==> config.mk <==
export PLATFORM = sky130hd
export DESIGN_NAME = uart_alu_interface
export DESIGN_NICKNAME = d
export VERILOG_FILES = /design/src/rtl/uart_alu_interface.sv
export SDC_FILE = /design/constraint.sdc
export NUM_CORES = 1
export LEC_CHECK = 0
export BUFFER_PORTS_ARGS = -buffer_cell sky130_fd_sc_hd__buf_4
export CORE_MARGIN = 2
export CORE_UTILIZATION = 38
export CTS_BUF_LIST = sky130_fd_sc_hd__clkbuf_8 sky130_fd_sc_hd__clkbuf_16
export DETAILED_ROUTE_END_ITERATION = 8
export PLACE_DENSITY = 0.67
export SETUP_SLACK_MARGIN = 0.05
export SLEW_MARGIN = 30
export SYNTH_ARGS = -nofsm -noshare
export SYNTH_HDL_FRONTEND = slang
export SYNTH_SLANG_ARGS = --single-unit
==> constraint.sdc <==
create_clock -name clk -period 1.35 [get_ports clk]
set_input_delay 0.135 -clock clk [delete_from_list [all_inputs] [get_ports clk]]
set_output_delay 0.135 -clock clk [all_outputs]
set_load 0.02 [all_outputs]
==> src/rtl/uart_alu_interface.sv <==
// Command sequencer between the UART receiver, the ALU and the UART transmitter.
// It collects operand A, operand B and an opcode byte, drives the ALU, then
// sends the ALU result back as a single byte.
//
// state   | meaning
// --------+---------------------------------------------------------------
// WAIT_A  | idle, next received byte is operand A
// WAIT_B  | operand A held, next received byte is operand B
// WAIT_OP | both operands held, next received byte is the opcode
// EXEC    | opcode accepted, capture the ALU result
// SEND    | raise tx_start for one cycle
// WAIT_TX | byte handed to the transmitter, wait for tx_done
module uart_alu_interface #(
    parameter int N    = 8,
    parameter int OP_W = 6
) (
    input  logic            clk,
    input  logic            reset,
    input  logic [N-1:0]    rx_data,
    input  logic            rx_valid,
    input  logic [N-1:0]    alu_result,
    input  logic            tx_done,
    output logic [N-1:0]    alu_a,
    output logic [N-1:0]    alu_b,
    output logic [OP_W-1:0] alu_op,
    output logic [N-1:0]    tx_data,
    output logic            tx_start,
    output logic            busy,
    output logic            op_error,
    output logic            overrun
);

    typedef enum logic [2:0] {
        WAIT_A,
        WAIT_B,
        WAIT_OP,
        EXEC,
        SEND,
        WAIT_TX
    } state_t;

    state_t          state_q, state_d;
    logic            rx_valid_q, rx_valid_d;
    logic [N-1:0]    alu_a_q, alu_a_d;
    logic [N-1:0]    alu_b_q, alu_b_d;
    logic [OP_W-1:0] alu_op_q, alu_op_d;
    logic [N-1:0]    tx_data_q, tx_data_d;
    logic            tx_start_q, tx_start_d;
    logic            busy_q, busy_d;
    logic            op_error_q, op_error_d;
    logic            overrun_q, overrun_d;

    logic            acc;
    logic            op_legal;

    // A held rx_valid level counts as a single byte: accept on its rising edge only.
    assign acc = rx_valid & ~rx_valid_q;

    // Opcode whitelist; upper bits above the opcode field must be zero.
    always_comb begin
        op_legal = 1'b0;
        if (rx_data[N-1:OP_W] == '0) begin
            case (rx_data[OP_W-1:0])
                6'b100000, 6'b100010, 6'b100100, 6'b100101,
                6'b100110, 6'b100111, 6'b000011, 6'b000010: op_legal = 1'b1;
                default: op_legal = 1'b0;
            endcase
        end
    end

    // Next-state and registered-output logic for the command sequencer.
    always_comb begin
        state_d    = state_q;
        rx_valid_d = rx_valid;
        alu_a_d    = alu_a_q;
        alu_b_d    = alu_b_q;
        alu_op_d   = alu_op_q;
        tx_data_d  = tx_data_q;
        tx_start_d = 1'b0;
        busy_d     = busy_q;
        op_error_d = 1'b0;
        overrun_d  = 1'b0;

        case (state_q)
            WAIT_A: begin
                if (acc) begin
                    alu_a_d = rx_data;
                    state_d = WAIT_B;
                end
            end
            WAIT_B: begin
                if (acc) begin
                    alu_b_d = rx_data;
                    state_d = WAIT_OP;
                end
            end
            WAIT_OP: begin
                if (acc) begin
                    if (op_legal) begin
                        alu_op_d = rx_data[OP_W-1:0];
                        busy_d   = 1'b1;
                        state_d  = EXEC;
                    end else begin
                        // Operands are discarded; the next byte starts a new command.
                        op_error_d = 1'b1;
                        state_d    = WAIT_A;
                    end
                end
            end
            EXEC: begin
                overrun_d = acc;
                tx_data_d = alu_result;
                state_d   = SEND;
            end
            SEND: begin
                overrun_d  = acc;
                tx_start_d = 1'b1;
                state_d    = WAIT_TX;
            end
            WAIT_TX: begin
                // A byte coinciding with tx_done is still dropped, not taken as A.
                overrun_d = acc;
                if (tx_done) begin
                    busy_d  = 1'b0;
                    state_d = WAIT_A;
                end
            end
            default: begin
                state_d = WAIT_A;
            end
        endcase
    end

    // State and output registers with synchronous active-low reset.
    always_ff @(posedge clk) begin
        if (!reset) begin
            state_q    <= WAIT_A;
            rx_valid_q <= 1'b0;
            alu_a_q    <= '0;
            alu_b_q    <= '0;
            alu_op_q   <= '0;
            tx_data_q  <= '0;
            tx_start_q <= 1'b0;
            busy_q     <= 1'b0;
            op_error_q <= 1'b0;
            overrun_q  <= 1'b0;
        end else begin
            state_q    <= state_d;
            rx_valid_q <= rx_valid_d;
            alu_a_q    <= alu_a_d;
            alu_b_q    <= alu_b_d;
            alu_op_q   <= alu_op_d;
            tx_data_q  <= tx_data_d;
            tx_start_q <= tx_start_d;
            busy_q     <= busy_d;
            op_error_q <= op_error_d;
            overrun_q  <= overrun_d;
        end
    end

    assign alu_a    = alu_a_q;
    assign alu_b    = alu_b_q;
    assign alu_op   = alu_op_q;
    assign tx_data  = tx_data_q;
    assign tx_start = tx_start_q;
    assign busy     = busy_q;
    assign op_error = op_error_q;
    assign overrun  = overrun_q;

endmodule

==> summary.md <==
| Metric | Value |
|---|---|
| Drt drc | 0 |
| TritonRoute pass-1 iters | 4 |
| Setup Skew | 0.00700 ns |
| Layout cells sized above 1 | 37.7% |
| Setup crit end kind | flip-flop |
| Crit Path Max Fanout | 4 |
| IO Pins | 54 |
| Number of global-route vias before repair | 1,258 |
| Vias/cell | 4.98 |
| Maximum VDD drop | 0.575 mV |
| Synth cell count leaders | 38 x dfxtp_1, 38 x nand2_1, 26 x a21oi_1, 25 x nand3_1, 5 x mux2i_1 |
| Synth top area share | 51.8% |
| Fillers | 377 |
| Post-DRT Antenna Nets | 0 |
| Period Utilization, post-route | 96.2% |
| Synth Area per Inst | 8.80 um^2 |
| # rows | 22 |
| Crit-path cells | and2b_2, mux2_2, a211oi_2, o21a_1 |
| Switching power | 592 uW |
| Unrepaired setup endpoints after global routing | true |
| Main synth FF type | dfxtp_1 |
| Max Buffers Root-to-Sink | 2 |
| CTS Hold Bufs | 0 |
| GPL Wtd Cong | 0.700 |
| Yosys reg bits | 38 |
| Final Slew Violations | 0 |
| Switching Share | 24.2% |
| Hold crit path type | in2reg |
| Starting density of the core | 39.8% |
| WP data required | 1.57 ns |
| Global-route wire length before repair | 5760 um |
| Worst path buffer plus inverter count | 0 |
| Sequential fraction of the synthesis area | 51.8% |
| Synth async-reset ratio | 0% |
| Core Area | 3690 um^2 |
| DP HPWL | 2530 um |
| Status | completed |
| Global route total overflow | 0 |
| Largest net degree at the start of global routing | 18 |
| Root Driver | clkbuf_8 |
| Leak | 0.869 nW |
| H-tree levels | 2 |
| Synth Net Count | 187 |
| Finished Core Util | 56.8% |
| Die W | 66.2 um |
| Power share of the sequential group | 48.2% |
| EDFF count, synth | 0 |
| # port buffers | 53 |
| PD cells | 1170 nW/um^2 |
| Slew margin rel. | 77.2% |
| Worst path slowest cell | dfxtp_2 |
| Cell taking the most area after synthesis | dfxtp_1 |
| Die Y | 66.2 um |
| Die Footprint | 4380 um^2 |
| Initial antenna violation count | 0 |
| Via count | 1,389 |
| Ant diodes | 0 |
| Post-Syn Area | 1470 um^2 |
| Fin Hold WS | 0.0884 ns |
| CP Class | reg2reg |
| Worst skew pair latency | 0.29 ns |
| Maxcap violations | 0 |
| DR WL/cell | 12.6 um |
| Power share of the combinational group | 13.9% |
| F_max | 0.770 GHz |
| Pint | 1.85 mW |
| Endpoints failing hold | 0 |
| Total GRT Usage | 17.2% |
| Top delay family on crit path | flip-flops |
| Critical path arrival | 1.52 ns |
| Fin crit period | 1.30 ns |
| Synth unique cells | 30 |
| DRT iter0 DRCs | 36 |
| Area contributors post-synth | dfxtp_1 52%, nand2_1 9.7%, a21oi_1 8.9%, nand3_1 8.5%, mux2i_1 3.4% |
| Clock transition at path regs | 0.07 ns |
| Ys Warns | 0 |
| Sink Count | 38 |
| Clock network fraction of design power | 37.9% |
| Critical Path Start Type | flip-flop |
| Post-Synthesis Cells | 167 |
| Area growth syn-to-layout | 42.7% |
| CTS tree | yes |
| Worst slew pin tran | 0.339 ns |
| Worst path max stage delay | 0.36 ns |
| # nets final | 250 |
| DRT Wirelength | 3530 um |
| Total CTS buffers | 5 |
| Final setup vio count | 0 |
metal layers:
layer  vias to the layer above  track usage, %  wire [um]
li1                        698               -          -
met1                       645            21.2       1530
met2                        44            28.6       1750
met3                         2            6.13        244
met4                         0            3.83          9
met5                         -               0          0
worst reg2reg max path, cell delays in order, from the launching register on:
cell      delay [ns]
dfxtp_2         0.36
and2b_2         0.25
mux2_2          0.27
a211oi_2        0.20
o21a_1          0.15
power groups by stage:
stage / Clock [mW] / Sequential (mW) / Combinational, mW
2_1_floorplan: 0 / 1.23 / 0.147
3_3_place_gp: 0 / 1.20 / 0.317
3_5_place_dp: 0 / 1.20 / 0.318
4_1_cts: 0.952 / 1.18 / 0.325
5_1_grt: 1.01 / 1.18 / 0.369
6_report: 0.927 / 1.18 / 0.340
path summary, 6_finish.rpt:
kind | startpoint | endpoint | slack [ns] | depth (start not counted)
hold / removal | rx_valid | rx_valid_q$_SDFF_PN0_ | 0.09 | 2
hold reg to reg | tx_data[0]$_SDFFE_PN0N_ | tx_data[0]$_SDFFE_PN0N_ | 0.46 | 2
setup reg to reg | rx_valid_q$_SDFF_PN0_ | state_q[0]$_SDFFE_PN0P_ | 0.05 | 4
setup / recovery | rx_valid_q$_SDFF_PN0_ | state_q[0]$_SDFFE_PN0P_ | 0.05 | 4
placed cells by master (no fill, tap or decap), types with 2 or more instances in the layout:
cell type,instances
dfxtp_2,2
nor2b_1,2
clkbuf_8,5
nand2_2,2
dfxtp_1,36
buf_4,64
nor2_1,2
clkinv_2,2
nor3_1,2
mux2i_1,5
nor3b_1,3
nand2_1,36
nand2b_1,2
a21oi_1,26
nand3_1,25
buf_6,2
metrics by stage:
stage	setup slack (ns)	setup TNS [ns]	area (um^2)	cells	power (mW)
finish	0.0509	0	2100	279	2.45
global route	-0.0109	-0.0109	2100	279	2.57
CTS	0.0505	0	2050	276	2.45
detailed placement	-0.0402	-0.0883	1930	266	1.52
global placement	-0.0270	-0.108	1930	266	1.52
floorplan	0.0915	0	1470	167	1.38
cell type report:
class                           instances  area [um^2]  share of cell area [%]
Clock buffer                            5         68.8                    3.28
Clock inverter                          3         40.0                    1.91
Inverter                                1         3.75                   0.179
Multi-Input combinational cell        118          657                    31.3
Sequential cell                        38          763                    36.4
Tap cell                               48         60.1                    2.87
Timing Repair Buffer                   66          503                    24.0
timing repair:
| action | 4_1_cts | 5_1_grt |
|---|---|---|
| pin swaps | 1 | 2 |
| resized for setup | 1 | 6 |
| setup buffers | 2 | 3 |
| setup endpoints to repair | 6 | 24 |
kinds of logic (layout without fill, tap and decap cells):
kind of cell	after synthesis	after routing	share of synthesized area (%)
buffers and inverters	11	75	4.17
flip-flops	38	38	51.8
AO/OA/AOI/OAI	30	30	11.7
AND/OR/NAND/NOR	82	82	28.2
multiplexers	6	6	4.17
flip-flops by register name, summed over array words and instances (netlist names):
name and cells:
tx_data 8, alu_a 8, overrun 1, alu_b 8, alu_op 6, state_q 3, rx_valid_q 1, busy 1
op_error 1, tx_start 1
No activity file was read; power rests on OpenSTA's default activity.
